[src/rtl/riscv_multicycle.sv]
// Multicycle RV32I-subset core: one unified memory port, one shared ALU,
// an FSM-sequenced datapath, stall handshake, illegal-opcode trap and a
// registered retire strobe with its writeback value.
module riscv_multicycle #(
    parameter logic [31:0] RESET_PC     = 32'h0000_0000,
    parameter bit          ILLEGAL_HALT = 1'b1
) (
    input  logic        clk,
    input  logic        reset,
    output logic        mem_req,
    output logic        mem_we,
    output logic [31:0] mem_addr,
    output logic [31:0] mem_wdata,
    input  logic [31:0] mem_rdata,
    input  logic        mem_ready,
    output logic [31:0] PC,
    output logic [31:0] Instr,
    output logic [31:0] Result,
    output logic        retire,
    output logic        halted
);

    typedef enum logic [3:0] {
        FETCH    = 4'd0,
        DECODE   = 4'd1,
        MEMADR   = 4'd2,
        MEMREAD  = 4'd3,
        MEMWB    = 4'd4,
        MEMWRITE = 4'd5,
        EXECR    = 4'd6,
        EXECI    = 4'd7,
        ALUWB    = 4'd8,
        BEQ      = 4'd9,
        JAL      = 4'd10,
        ILLEGAL  = 4'd11,
        HALT     = 4'd12
    } state_t;

    localparam logic [6:0] OP_LOAD  = 7'h03;
    localparam logic [6:0] OP_STORE = 7'h23;
    localparam logic [6:0] OP_REG   = 7'h33;
    localparam logic [6:0] OP_IMM   = 7'h13;
    localparam logic [6:0] OP_BR    = 7'h63;
    localparam logic [6:0] OP_JAL   = 7'h6F;

    state_t      state_r;
    state_t      state_nx_s;
    logic [31:0] pc_r;
    logic [31:0] oldpc_r;
    logic [31:0] instr_r;
    logic [31:0] a_r;
    logic [31:0] b_r;
    logic [31:0] aluout_r;
    logic [31:0] data_r;
    logic [31:0] regs_r [0:31];
    logic        retire_r;
    logic [31:0] result_r;

    logic        mem_req_s;
    logic        mem_we_s;
    logic [31:0] mem_addr_s;
    logic [31:0] mem_wdata_s;
    logic        wb_en_s;
    logic [31:0] wb_data_s;
    logic        retire_s;

    logic [6:0]  opcode_s;
    logic [2:0]  funct3_s;
    logic [4:0]  rd_s;

    assign opcode_s = instr_r[6:0];
    assign funct3_s = instr_r[14:12];
    assign rd_s     = instr_r[11:7];

    function automatic logic [31:0] imm_i(input logic [31:0] ins);
        return {{20{ins[31]}}, ins[31:20]};
    endfunction

    function automatic logic [31:0] imm_s(input logic [31:0] ins);
        return {{20{ins[31]}}, ins[31:25], ins[11:7]};
    endfunction

    function automatic logic [31:0] imm_b(input logic [31:0] ins);
        return {{19{ins[31]}}, ins[31], ins[7], ins[30:25], ins[11:8], 1'b0};
    endfunction

    function automatic logic [31:0] imm_j(input logic [31:0] ins);
        return {{11{ins[31]}}, ins[31], ins[19:12], ins[20], ins[30:21], 1'b0};
    endfunction

    function automatic logic [31:0] alu_f(input logic [2:0] f3, input logic sub,
                                          input logic [31:0] x, input logic [31:0] y);
        logic [31:0] r;
        case (f3)
            3'b000:  r = sub ? (x - y) : (x + y);
            3'b010:  r = ($signed(x) < $signed(y)) ? 32'd1 : 32'd0;
            3'b110:  r = x | y;
            3'b111:  r = x & y;
            default: r = 32'd0;
        endcase
        return r;
    endfunction

    // Opcode/funct legality check; anything unrecognised goes to ILLEGAL.
    function automatic state_t decode_next(input logic [31:0] ins);
        state_t n;
        case (ins[6:0])
            OP_LOAD, OP_STORE: n = (ins[14:12] == 3'b010) ? MEMADR : ILLEGAL;
            OP_REG: begin
                case (ins[14:12])
                    3'b000:                 n = ((ins[31:25] == 7'h00) || (ins[31:25] == 7'h20)) ? EXECR : ILLEGAL;
                    3'b010, 3'b110, 3'b111: n = (ins[31:25] == 7'h00) ? EXECR : ILLEGAL;
                    default:                n = ILLEGAL;
                endcase
            end
            OP_IMM: begin
                case (ins[14:12])
                    3'b000, 3'b010, 3'b110, 3'b111: n = EXECI;
                    default:                        n = ILLEGAL;
                endcase
            end
            OP_BR:   n = (ins[14:12] == 3'b000) ? BEQ : ILLEGAL;
            OP_JAL:  n = JAL;
            default: n = ILLEGAL;
        endcase
        return n;
    endfunction

    function automatic logic [31:0] rf_read(input logic [31:0] rf [0:31], input logic [4:0] idx);
        return (idx == 5'd0) ? 32'd0 : rf[idx];
    endfunction

    // FSM state register.
    always_ff @(posedge clk or posedge reset) begin
        if (reset) begin
            state_r <= FETCH;
        end else begin
            state_r <= state_nx_s;
        end
    end

    // Next-state, memory-port, writeback and retire decode.
    always_comb begin
        state_nx_s  = state_r;
        mem_req_s   = 1'b0;
        mem_we_s    = 1'b0;
        mem_addr_s  = 32'd0;
        mem_wdata_s = 32'd0;
        wb_en_s     = 1'b0;
        wb_data_s   = 32'd0;
        retire_s    = 1'b0;
        case (state_r)
            FETCH: begin
                mem_req_s  = 1'b1;
                mem_addr_s = pc_r;
                if (mem_ready) begin
                    state_nx_s = DECODE;
                end else begin
                    state_nx_s = FETCH;
                end
            end
            DECODE: state_nx_s = decode_next(instr_r);
            MEMADR: begin
                if (opcode_s == OP_LOAD) begin
                    state_nx_s = MEMREAD;
                end else begin
                    state_nx_s = MEMWRITE;
                end
            end
            MEMREAD: begin
                mem_req_s  = 1'b1;
                mem_addr_s = {aluout_r[31:2], 2'b00};
                if (mem_ready) begin
                    state_nx_s = MEMWB;
                end else begin
                    state_nx_s = MEMREAD;
                end
            end
            MEMWB: begin
                wb_en_s    = 1'b1;
                wb_data_s  = data_r;
                retire_s   = 1'b1;
                state_nx_s = FETCH;
            end
            MEMWRITE: begin
                mem_req_s   = 1'b1;
                mem_we_s    = 1'b1;
                mem_addr_s  = {aluout_r[31:2], 2'b00};
                mem_wdata_s = b_r;
                if (mem_ready) begin
                    retire_s   = 1'b1;
                    state_nx_s = FETCH;
                end else begin
                    state_nx_s = MEMWRITE;
                end
            end
            EXECR:  state_nx_s = ALUWB;
            EXECI:  state_nx_s = ALUWB;
            ALUWB: begin
                wb_en_s    = 1'b1;
                wb_data_s  = aluout_r;
                retire_s   = 1'b1;
                state_nx_s = FETCH;
            end
            BEQ: begin
                retire_s   = 1'b1;
                state_nx_s = FETCH;
            end
            JAL:    state_nx_s = ALUWB;
            ILLEGAL: begin
                if (ILLEGAL_HALT) begin
                    state_nx_s = HALT;
                end else begin
                    retire_s   = 1'b1;
                    state_nx_s = FETCH;
                end
            end
            HALT:    state_nx_s = HALT;
            default: state_nx_s = HALT;
        endcase
    end

    // Datapath registers: PC, IR, operand latches, ALU result and load data.
    always_ff @(posedge clk or posedge reset) begin
        if (reset) begin
            pc_r     <= RESET_PC;
            oldpc_r  <= RESET_PC;
            instr_r  <= 32'd0;
            a_r      <= 32'd0;
            b_r      <= 32'd0;
            aluout_r <= 32'd0;
            data_r   <= 32'd0;
        end else begin
            case (state_r)
                FETCH: begin
                    if (mem_ready) begin
                        instr_r <= mem_rdata;
                        oldpc_r <= pc_r;
                        pc_r    <= pc_r + 32'd4;
                    end
                end
                DECODE: begin
                    a_r      <= rf_read(regs_r, instr_r[19:15]);
                    b_r      <= rf_read(regs_r, instr_r[24:20]);
                    aluout_r <= oldpc_r + imm_b(instr_r);
                end
                MEMADR:  aluout_r <= a_r + ((opcode_s == OP_STORE) ? imm_s(instr_r) : imm_i(instr_r));
                MEMREAD: begin
                    if (mem_ready) begin
                        data_r <= mem_rdata;
                    end
                end
                EXECR:   aluout_r <= alu_f(funct3_s, instr_r[30], a_r, b_r);
                EXECI:   aluout_r <= alu_f(funct3_s, 1'b0, a_r, imm_i(instr_r));
                BEQ: begin
                    if (a_r == b_r) begin
                        pc_r <= {aluout_r[31:2], 2'b00};
                    end
                end
                JAL: begin
                    pc_r     <= (oldpc_r + imm_j(instr_r)) & 32'hFFFF_FFFC;
                    aluout_r <= oldpc_r + 32'd4;
                end
                default: ;
            endcase
        end
    end

    // Register file; x0 is never written so it always reads as zero.
    always_ff @(posedge clk or posedge reset) begin
        if (reset) begin
            for (int i = 0; i < 32; i++) begin
                regs_r[i] <= 32'd0;
            end
        end else if (wb_en_s && (rd_s != 5'd0)) begin
            regs_r[rd_s] <= wb_data_s;
        end
    end

    // Registered retire pulse and the value written by the retiring instruction.
    always_ff @(posedge clk or posedge reset) begin
        if (reset) begin
            retire_r <= 1'b0;
            result_r <= 32'd0;
        end else begin
            retire_r <= retire_s;
            if (retire_s) begin
                result_r <= (wb_en_s && (rd_s != 5'd0)) ? wb_data_s : 32'd0;
            end
        end
    end

    // Reset gates the request path so an in-flight access is abandoned at once.
    assign mem_req   = mem_req_s & ~reset;
    assign mem_we    = mem_we_s & ~reset;
    assign mem_addr  = mem_addr_s;
    assign mem_wdata = mem_wdata_s;
    assign PC        = pc_r;
    assign Instr     = instr_r;
    assign Result    = result_r;
    assign retire    = retire_r;
    assign halted    = (state_r == HALT);

endmodule

[config.mk]
export PLATFORM = sky130hd
export DESIGN_NAME = riscv_multicycle
export DESIGN_NICKNAME = d
export VERILOG_FILES = /design/src/rtl/riscv_multicycle.sv
export SDC_FILE = /design/constraint.sdc
export NUM_CORES = 2
export LEC_CHECK = 0
export CORE_ASPECT_RATIO = 0.8
export CORE_MARGIN = 2
export CORE_UTILIZATION = 35
export DETAILED_ROUTE_END_ITERATION = 8
export PLACE_DENSITY = 0.52
export SETUP_SLACK_MARGIN = 0.02
export SLEW_MARGIN = 20
export SYNTH_ARGS = -nofsm -noshare
export SYNTH_HDL_FRONTEND = slang
export SYNTH_SLANG_ARGS = --single-unit
[constraint.sdc]
create_clock -name clk -period 46.3 [get_ports clk]
set_input_delay 4.63 -clock clk [delete_from_list [all_inputs] [get_ports clk]]
set_output_delay 4.63 -clock clk [all_outputs]
set_load 0.1 [all_outputs]
==> reports/qor_table.md <==
| Quantity | This run |
|:---|:---|
| Num CTS Buffers | 149 |
| Number of vias after detailed routing | 62,613 |
| Type of element capturing the critical path | primary output |
| Core Rows | 152 |
| Most frequently used flop master after synthesis | sky130_fd_sc_hd__dfrtp_1 |
| Number of synthesized flops with an enable pin | 0 |
| Hold-fix buffers, CTS | 0 |
| Sink Count | 1,281 |
| Async set or reset register ratio after synthesis | 100.0% |
| Vias in the first global route | 59,662 |
| Buffers & Inverters on Critical Path | 2 |
| Detail Route Antenna Nets | 0 |
| Later-pin clock latency in the skew report | 0.82 ns |
| Netlist area before placement | 0.07575 mm^2 |
| VDD IR max | 0.00005945 V |
| Clock share of power | 18.6% |
| #FFs+latches synth | 1,281 |
| Setup bufs post-CTS | 0 |
| Initial DRT Pass Iterations | 8 |
| Die outline area | 0.2202 mm^2 |
| Remaining Overflow, GRT | 0 |
| Highest fanout seen on the critical path | 3 |
| Most frequent cell after synthesis | sky130_fd_sc_hd__dfrtp_1 |
| Wire length of the first global-routing pass | 434.4 mm |
| Final clock period utilization by the worst path | 24.16% |
| Transition time at the pin with the least slew margin | 1.184 ns |
| Static leakage power | 35.35 nW |
| Number of buffers on the longest clock path | 3 |
| Post-route clock skew | 0.03239 ns |
| Combinational Power Share | 54.6% |
| DP HPWL | 192.6 mm |
| Clock transition at the registers of the reported paths | 0.05 ns |
| I/O pin count | 199 |
| Kind of launch point of the worst setup path | input pin |
| Number of setup violations in the final report | 0 |
| Sequential cell area fraction in the yosys report | 42.32% |
| Post-route DRC violation count | 0 |
| Final-stage net count | 7,709 |
| Setup TNS Final | 0 ns |
| Internal Pwr Total | 3.429 mW |
| Post-synthesis cell count | 7,635 |
| Cell with the largest stage delay on the worst path | sky130_fd_sc_hd__clkdlybuf4s50_1 |
| Switching Share | 49.61% |
| Die Width | 524.1 um |
| H-Tree Level Count | 4 |
| Core box area | 0.2149 mm^2 |
| Final WL | 300.4 mm |
| # Max-Cap Violations | 0 |
| Global-route usage over all layers | 26.97% |
| Number of antenna violations at the first check in global routing | 11 |
| Largest incremental delay on the critical path | 1.16 ns |
| Endpoints failing hold | 0 |
| Normalized max-slew margin | 18.82% |
| Resized Gates After CTS | 0 |
| Sequential share of power | 26.8% |
| CP most frequent cell | sky130_fd_sc_hd__clkdlybuf4s50_1 |
| Status | completed |
| Fillers | 20,876 |
| Setup repair after global routing missed its margin | no |
| Worst EP required | 41.67 ns |
| Most instantiated cells after synthesis | sky130_fd_sc_hd__dfrtp_1 (1,281), sky130_fd_sc_hd__nand2_1 (963), sky130_fd_sc_hd__o21ai_0 (743) |
| Net Switching | 3.377 mW |
| Setup slack of the most critical reg-to-reg path | 40.88 ns |
| Area added between synthesis and finish | 13.01% |
| Ratio of total power to cell area | 79.51 mW/mm^2 |
| Share of post-route cells with drive strength above 1 | 15.16% |
| Achievable Freq | 89.38 MHz |
| Post-synthesis cell type with the largest combined area | sky130_fd_sc_hd__dfrtp_1 |
| Pin count of the biggest net entering global routing | 144 |
| Detail-routed net length per standard cell | 28.88 um |
| Family of cells with the greatest summed delay on the critical path | buffers and inverters |
| DR vias/cell | 6.020 |
| HP Class | reg -> reg |
| DRT iter0 DRCs | 6,631 |
| Final design utilization | 39.83% |
| Ordered list of cells on the worst path | clkdlybuf4s50_1, nor3_1, clkdlybuf4s50_1 |
| Leading post-synthesis cells by cell area | sky130_fd_sc_hd__dfrtp_1 (42%), sky130_fd_sc_hd__mux4_2 (13%), sky130_fd_sc_hd__o21ai_0 (4.9%) |
| IO Port Bufs | 194 |
| Placer Congestion | 0.9639 |
| Mean area per synthesized cell | 9.921 um^2 |
| TritonCTS clock tree | built |
| Final period demand of the worst path | 11.19 ns |
| Ys Warns | 0 |
| Vertical die dimension | 420.1 um |
| Clock Root Buffer | sky130_fd_sc_hd__clkbuf_16 |
| Area share of the largest cell type after synthesis | 42.32% |
| Number of distinct library cells after synthesis | 102 |
| Starting density of the core | 35.25% |
| Count of final max-slew check failures | 0 |
| Crit Path Category | in -> out |
| Arrival time at the worst endpoint | 6.56 ns |
-- routing by layer --
metal | track usage (%) | up-vias | routed length [um]
met3 | 4.099 | 517 | 21400
met1 | 37.76 | 32048 | 130000
li1 | - | 27508 | -
met2 | 42.97 | 2534 | 138700
met4 | 8.396 | 6 | 10230
met5 | 0 | - | 42
-- path summary, 6_finish.rpt --
check | startpoint | to | cells after the start
max | reset | mem_we | 3
min | regs_r[1016]$_DFFE_PP0P_ | regs_r[1016]$_DFFE_PP0P_ | 0
max reg2reg | Instr[15]$_DFFE_PP0P_ | a_r[11]$_DFFE_PP0P_ | 10
min reg2reg | regs_r[1016]$_DFFE_PP0P_ | regs_r[1016]$_DFFE_PP0P_ | 0
max in group asynchronous | reset | regs_r[206]$_DFFE_PP0P_ | 7
min in group asynchronous | reset | PC[21]$_DFFE_PP0P_ | 2
-- registers in the layout, indices dropped and copies added (netlist names) --
name      cells
b_r          32
PC           30
state_r       4
a_r          32
data_r       32
retire        1
Instr        32
oldpc_r      30
Result       32
aluout_r     32
regs_r     1024
-- through the flow --
stage	setup WS [ns]	total power [mW]	std cells	instance area [um^2]	hold slack, ns
6_report	35.11	6.806	10401	85600	0.3931
5_1_grt	35.01	7.122	10394	85580	0.4045
4_1_cts	35.09	6.771	10392	85510	0.3987
3_5_place_dp	35.10	5.496	10126	80280	0.3848
3_3_place_gp	35.07	5.456	10126	80270	0.3801
2_1_floorplan	5.567	4.241	7638	75760	0.4451
-- cells in the final DEF (no fill, tap or decap), types with 22 or more instances in the layout --
master	netlist	routed
sky130_fd_sc_hd__a211oi_1	26	26
sky130_fd_sc_hd__a21o_1	32	32
sky130_fd_sc_hd__a21oi_1	664	662
sky130_fd_sc_hd__a221oi_1	35	35
sky130_fd_sc_hd__a22o_1	32	32
sky130_fd_sc_hd__a22oi_2	0	32
sky130_fd_sc_hd__a31oi_1	31	31
sky130_fd_sc_hd__and3_1	24	24
sky130_fd_sc_hd__buf_4	12	146
sky130_fd_sc_hd__clkbuf_1	590	23
sky130_fd_sc_hd__clkbuf_16	0	152
sky130_fd_sc_hd__clkbuf_8	0	38
sky130_fd_sc_hd__clkdlybuf4s50_1	0	193
sky130_fd_sc_hd__dfrtp_1	1281	1270
sky130_fd_sc_hd__ha_1	240	240
sky130_fd_sc_hd__inv_1	152	151
sky130_fd_sc_hd__mux2_2	156	156
sky130_fd_sc_hd__mux2i_1	231	230
sky130_fd_sc_hd__mux4_2	451	451
sky130_fd_sc_hd__nand2_1	963	939
sky130_fd_sc_hd__nand2_4	0	22
sky130_fd_sc_hd__nand3_1	66	66
sky130_fd_sc_hd__nand4_1	42	42
sky130_fd_sc_hd__nor2_1	538	532
sky130_fd_sc_hd__nor2b_1	26	25
sky130_fd_sc_hd__nor3_1	117	114
sky130_fd_sc_hd__nor4_1	27	26
sky130_fd_sc_hd__o211ai_1	27	27
sky130_fd_sc_hd__o21ai_0	743	743
sky130_fd_sc_hd__o21ai_1	274	272
sky130_fd_sc_hd__o21bai_1	36	36
sky130_fd_sc_hd__o221ai_1	88	88
sky130_fd_sc_hd__o22ai_1	167	167
sky130_fd_sc_hd__xnor2_1	89	89
sky130_fd_sc_hd__xor2_1	61	61
-- power by group through the flow --
stage	logic, mW	registers (mW)	clock network, mW
global placement	3.65	1.81	0
global route	3.93	1.86	1.33
CTS	3.68	1.81	1.28
floorplan	2.32	1.92	0
finish	3.72	1.82	1.26
detailed placement	3.67	1.83	0
-- cell type report --
| class | count | area [um^2] | area share (%) |
|---|---|---|---|
| multi-input cells | 5494 | 40870 | 47.74 |
| well taps | 2849 | 3565 | 4.164 |
| clock inverters | 53 | 814.5 | 0.9515 |
| repair buffers | 349 | 3234 | 3.778 |
| inverters | 155 | 595.6 | 0.6958 |
| diodes | 7 | 17.52 | 0.02046 |
| clock buffers | 213 | 4413 | 5.155 |
| flip-flops and latches | 1281 | 32090 | 37.49 |
-- logic make-up after synthesis --
kind of cell / after synthesis / synth area share [%]
mux: 839 / 18.80
other cells: 1 / 0.004951
buf+inv: 863 / 4.434
fa+ha+maj: 244 / 4.070
xor+xnor: 150 / 1.734
compound gates: 2351 / 18.02
simple gates: 1906 / 10.62
flops: 1281 / 42.32
Power figures use the tool's default switching activity.
